==> src/rtl/universal_register_pkg.sv <==
// Shared mode encodings for the universal register.
// Imported by the register top and its next-state logic.
package universal_register_pkg;

  typedef enum logic [2:0] {
    MODE_HOLD = 3'd0,
    MODE_LOAD = 3'd1,
    MODE_SHL  = 3'd2,
    MODE_SHR  = 3'd3,
    MODE_ROL  = 3'd4,
    MODE_ROR  = 3'd5,
    MODE_INC  = 3'd6,
    MODE_DEC  = 3'd7
  } mode_e;

  localparam int MODE_W = 3;

endpackage

==> src/rtl/ur_next_state.sv <==
// Combinational next value and carry for the universal register.
// Extended-width helper vectors keep WIDTH=1 legal without generates.
module ur_next_state
  import universal_register_pkg::*;
#(
  parameter int WIDTH = 8
) (
  input  logic [WIDTH-1:0]  cur_o,
  input  logic              cur_carry,
  input  logic [MODE_W-1:0] mode,
  input  logic [WIDTH-1:0]  d,
  input  logic              sin,
  output logic [WIDTH-1:0]  nxt_o,
  output logic              nxt_carry
);

  localparam logic [WIDTH:0] ONE = {{WIDTH{1'b0}}, 1'b1};

  mode_e          m;
  logic [WIDTH:0] shl_w;
  logic [WIDTH:0] shr_w;
  logic [WIDTH:0] rol_w;
  logic [WIDTH:0] ror_w;
  logic [WIDTH:0] inc_w;
  logic [WIDTH:0] dec_w;

  assign m     = mode_e'(mode);
  assign shl_w = {cur_o, sin};
  assign shr_w = {sin, cur_o};
  assign rol_w = {cur_o, cur_o[WIDTH-1]};
  assign ror_w = {cur_o[0], cur_o};
  assign inc_w = {1'b0, cur_o} + ONE;
  // top bit of the extended difference is the borrow out of zero
  assign dec_w = {1'b0, cur_o} - ONE;

  always_comb begin
    nxt_o     = cur_o;
    nxt_carry = cur_carry;
    unique case (1'b1)
      (m == MODE_HOLD): begin
        nxt_o     = cur_o;
        nxt_carry = cur_carry;
      end
      (m == MODE_LOAD): begin
        nxt_o     = d;
        nxt_carry = 1'b0;
      end
      (m == MODE_SHL): begin
        nxt_o     = shl_w[WIDTH-1:0];
        nxt_carry = shl_w[WIDTH];
      end
      (m == MODE_SHR): begin
        nxt_o     = shr_w[WIDTH:1];
        nxt_carry = shr_w[0];
      end
      (m == MODE_ROL): begin
        nxt_o     = rol_w[WIDTH-1:0];
        nxt_carry = rol_w[WIDTH];
      end
      (m == MODE_ROR): begin
        nxt_o     = ror_w[WIDTH:1];
        nxt_carry = ror_w[0];
      end
      (m == MODE_INC): begin
        nxt_o     = inc_w[WIDTH-1:0];
        nxt_carry = inc_w[WIDTH];
      end
      (m == MODE_DEC): begin
        nxt_o     = dec_w[WIDTH-1:0];
        nxt_carry = dec_w[WIDTH];
      end
      default: begin
        nxt_o     = cur_o;
        nxt_carry = cur_carry;
      end
    endcase
  end

endmodule

==> src/rtl/universal_register.sv <==
// Universal register: load, shift, rotate, inc/dec with carry flag.
// Holds the only state (o, carry); next values come from ur_next_state.
module universal_register
  import universal_register_pkg::*;
#(
  parameter int               WIDTH       = 8,
  parameter logic [WIDTH-1:0] RESET_VALUE = '0
) (
  input  logic              clk,
  input  logic              rst,
  input  logic              st,
  input  logic [MODE_W-1:0] mode,
  input  logic [WIDTH-1:0]  d,
  input  logic              sin,
  output logic [WIDTH-1:0]  o,
  output logic              carry,
  output logic              zero
);

  logic [WIDTH-1:0] nxt_o;
  logic             nxt_carry;

  ur_next_state #(
    .WIDTH(WIDTH)
  ) u_next (
    .cur_o    (o),
    .cur_carry(carry),
    .mode     (mode),
    .d        (d),
    .sin      (sin),
    .nxt_o    (nxt_o),
    .nxt_carry(nxt_carry)
  );

  // st gates the update so a floating mode cannot reach the flops
  always_ff @(posedge clk or posedge rst) begin
    if (rst) begin
      o     <= RESET_VALUE;
      carry <= 1'b0;
    end else if (st) begin
      o     <= nxt_o;
      carry <= nxt_carry;
    end
  end

  assign zero = (o == '0);

endmodule

==> config.mk <==
export PLATFORM = sky130hd
export DESIGN_NAME = universal_register
export DESIGN_NICKNAME = d
export VERILOG_FILES = /design/src/rtl/universal_register_pkg.sv /design/src/rtl/ur_next_state.sv /design/src/rtl/universal_register.sv
export SDC_FILE = /design/constraint.sdc
export NUM_CORES = 1
export LEC_CHECK = 0
export CAP_MARGIN = 20
export CELL_PAD_IN_SITES_DETAIL_PLACEMENT = 0
export CELL_PAD_IN_SITES_GLOBAL_PLACEMENT = 1
export CORE_ASPECT_RATIO = 0.5
export CORE_MARGIN = 5
export CORE_UTILIZATION = 33
export DETAILED_ROUTE_END_ITERATION = 10
export PLACE_DENSITY_LB_ADDON = 0.1
export SLEW_MARGIN = 10
export SYNTH_ARGS = -nofsm -noshare
export SYNTH_HDL_FRONTEND = slang
export SYNTH_SLANG_ARGS = --single-unit
==> constraint.sdc <==
create_clock -name clk -period 1.45 [get_ports clk]
set_input_delay 0.2175 -clock clk [delete_from_list [all_inputs] [get_ports clk]]
set_output_delay 0.2175 -clock clk [all_outputs]
set_load 0.005 [all_outputs]
==> reports/qor.csv <==
stage,metric,value,unit
floorplanning,horizontal extent of the die,90.7,um
place,final weighted congestion of routability-driven global placement,0.870,
critical_path,critical path's top delay family,compound AO/OA/AOI/OAI gates,
finish,Finished Cell Area,0.00194,mm^2
detailed_routing,routed length per instance,16.7,um
clock_tree,Clock Sinks,9,
power,Power Density,948,mW/mm^2
global_routing,number of global-route vias before repair,1163,
detailed_routing,via count,1313,
clock_tree,clock root buffer master,sky130_fd_sc_hd__clkbuf_8,
yosys,number of warnings reported in the yosys synthesis log,0,
floorplanning,Initial Utilization,0.350,
yosys,Syn Std Cell Area,0.00107,mm^2
sta,Relative slew margins,0.722,
finish,most frequent cells in the layout,"44 x sky130_fd_sc_hd__buf_4, 13 x sky130_fd_sc_hd__clkdlybuf4s50_1, 12 x sky130_fd_sc_hd__a21oi_1, 12 x sky130_fd_sc_hd__nand2_1, 12 x sky130_fd_sc_hd__buf_6",
yosys,Post-synth EDFFs,0,
yosys,share of the synthesized area in the top cell type,0.210,
floorplanning,core area,0.00307,mm^2
finish,area added between synthesis and finish,81.0,%
finish,fraction of layout instances using a drive strength above 1,0.461,
sta,Final setup viols,6,
sta,worst hold slack,0.267,ns
detailed_routing,drt first-iter violations,92,
sta,crit path time final,1.55,ns
yosys,part of the Yosys area used for sequential elements,0.210,
status,result of the run,"complete, but fails checks",
yosys,Synth Area in Compound Gates,0.295,
place,IO Port Bufs,24,
yosys,simple-gate share of the synthesized area,0.218,
clock_tree,"Clk Latency, worst-skew pair",0.24,ns
critical_path,cell breakdown of the critical path,buf_4 > inv_1 > nand3_2 > buf_4 > o211a_1 > a221oi_2 > a21oi_1,
global_routing,total global routing overflow,0,
yosys,cells after synthesis,130,
sta,final critical-path setup slack,-0.102,ns
yosys,mux contribution to synthesized area,0.0653,
finish,multi-input gate area in the final layout,852,um^2
place,sum of net half-perimeters after detailed placement,2670,um
global_routing,number of antenna violations at the first check in global routing,0,
floorplanning,io pins,25,
critical_path,data arrival time of the critical path,1.67,ns
detailed_routing,vias per inst,5.38,
yosys,dominant combinational cell family by area after synthesis,compound AO/OA/AOI/OAI gates,
worst_hold_path,kind of path behind the tightest hold check,in2async,
critical_path,slowest stage cell on the critical path,sky130_fd_sc_hd__dfrtp_1,
detailed_routing,DR pass1 iterations,4,
detailed_routing,DR DRC count,0,
sta,final hold violations,0,
yosys,fraction of registers with async set/reset,1.00,
clock_tree,CTS buffer count,3,
yosys,post-synthesis net count,147,
finish,fin nets,222,
sta,setup repair after global routing missed its margin,true,
critical_path,Critical Path Start,o[2]$_DFFE_PP0P_,
floorplanning,number of rows created at floorplan,14,
detailed_routing,count of antenna-violating nets left after detailed routing,0,
sta,Worst Tran Pin Value,0.417,ns
finish,area occupied by registers,225,um^2
yosys,top cells by area in the synthesized netlist,"sky130_fd_sc_hd__dfrtp_1 21%, sky130_fd_sc_hd__a21oi_1 6.5%, sky130_fd_sc_hd__mux2i_1 6.5%, sky130_fd_sc_hd__buf_6 6.3%, sky130_fd_sc_hd__clkbuf_8 5.1%",
yosys,"Top FF cell, synth",sky130_fd_sc_hd__dfrtp_1,
clock_tree,clock transition at the registers of the reported paths,0.05,ns
critical_path,most repeated library cell on the critical path,sky130_fd_sc_hd__buf_4,
power,peak supply drop,0.453,mV
yosys,xor/xnor cell area share of the yosys netlist,0.0408,
finish,most common library cell in the layout ignoring fill and taps,sky130_fd_sc_hd__buf_4,
yosys,synthesized flop and latch total,9,
yosys,count of unique library cells instantiated by Yosys,45,
run,number of max-capacitance violations reported,0,
clock_tree,clock tree from TritonCTS,yes,
critical_path,Worst R2R Setup Slack,-0.10,ns
status,failing checks,setup timing,
floorplanning,Die Area,0.00456,mm^2
place,DP Area,0.00153,mm^2
sta,period utilization,1.07,
critical_path,endpoint of the worst-slack reg-to-reg timing path,o[6]$_DFFE_PP0P_,
clock_tree,H-tree depth,1,
critical_path,startpoint type of the worst setup path,register,
global_routing,total routing resource utilization after global routing,0.166,
critical_path,Worst Path Buf+Inv,3,
finish,# fillers,251,
critical_path,required time at the worst-slack endpoint,1.57,ns
sta,max-slew violation count,0,
sta,largest clock skew in the final design,0.000533,ns
yosys,per-instance average area after synthesis,8.26,um^2
floorplanning,Die Y,50.3,um
yosys,Post-Synth Adder-Cell Area,0.0233,
critical_path,Worst Setup End Kind,register,
finish,number of inserted diodes,0,
critical_path,depth of the most critical reg-to-reg path,7,
global_routing,pin count of the biggest net entering global routing,15,
critical_path,crit path kind,reg2reg,
sta,achievable frequency,644,MHz
detailed_routing,wire length after detailed routing,4080,um
critical_path,worst r2r src,o[2]$_DFFE_PP0P_,
yosys,cell type contributing the most total cell area after synthesis,sky130_fd_sc_hd__dfrtp_1,
global_routing,wire length of the first global-routing pass,6010,um
clock_tree,Clock Path Buffers,2,
power,leak pwr,0.861,nW
critical_path,maximum fanout encountered on the critical timing path,3,
critical_path,Worst path max stage delay,0.40,ns
## power breakdown
part	internal, W	total (W)	switching, W
clock	0.000194	0.000321	0.000127
sequential	0.000304	0.000357	0.0000531
combinational	0.000644	0.00116	0.000521
total	0.00114	0.00184	0.000701
## area by class of cell
cell class	instances	area share
multi-input combinational	102	0.439
timing repair buffer	82	0.383
sequential	9	0.116
tap	40	0.0258
clock buffer	4	0.0232
inverter	7	0.0135
## cells in the mapped netlist (all sizes together), types with 2 or more instances
cell / n
nor3: 5
dfrtp: 9
a211oi: 3
a22oi: 2
o31ai: 2
a21oi: 15
nor2b: 3
ha: 2
xnor2: 4
buf: 8
nand2: 12
o211ai: 2
o21ai: 7
nand4: 2
and2: 2
clkbuf: 4
nor2: 6
nand3: 6
mux2i: 7
a31oi: 4
o221ai: 3
inv: 7
## worst max-delay path by stage
stage,depth (start not counted),to
after floorplan,7,o[4]$_DFFE_PP0P_
after global placement,7,o[5]$_DFFE_PP0P_
after detailed placement,7,o[5]$_DFFE_PP0P_
after CTS,2,o[5]
after global routing,8,o[3]$_DFFE_PP0P_
final,7,o[6]$_DFFE_PP0P_
## through the flow
| step | setup slack [ns] | setup TNS, ns | utilization | std cells | power [W] |
|---|---|---|---|---|---|
| 2_1_floorplan | 0.00791 | 0 | - | 130 | 0.000809 |
| 3_3_place_gp | -0.369 | -2.59 | 0.500 | 220 | 0.00119 |
| 3_5_place_dp | -0.398 | -2.99 | 0.500 | 220 | 0.00119 |
| 4_1_cts | -0.127 | -0.432 | 0.562 | 236 | 0.00166 |
| 5_1_grt | -0.148 | -0.944 | 0.634 | 244 | 0.00195 |
| 6_report | -0.102 | -0.343 | 0.634 | 244 | 0.00184 |
## sequential cells by signal (all words and copies together), names as in the netlist
name and flops:
carry 1, o 8
## cell families (layout without fill, tap and decap cells)
family	count (synthesis)	in the layout
AOI/OAI and AO/OA	46	46
xor gates and xnor gates	5	5
adders and majority gates	2	2
buffers and inverters	19	93
DFF	9	9
muxes	7	7
and+or+nand+nor	42	42
## layer usage
layer,up-vias,GRT usage,share of wire,wire length (um)
met1,621,0.249,0.47,1900
met3,4,0.0448,0.086,351
met5,-,0,0,0
met2,57,0.237,0.44,1800
met4,0,0.0297,0.0054,22
li1,631,-,-,-
## timing repair
item,in CTS,in global routing
gates cloned,0,1
setup buffers,13,7
hold buffers,0,0
pin swaps,10,18
endpoints found under the setup margin,17,11
gates resized for setup,29,29
endpoints found under the hold margin,0,0
No activity file was read; power rests on OpenSTA's default activity.
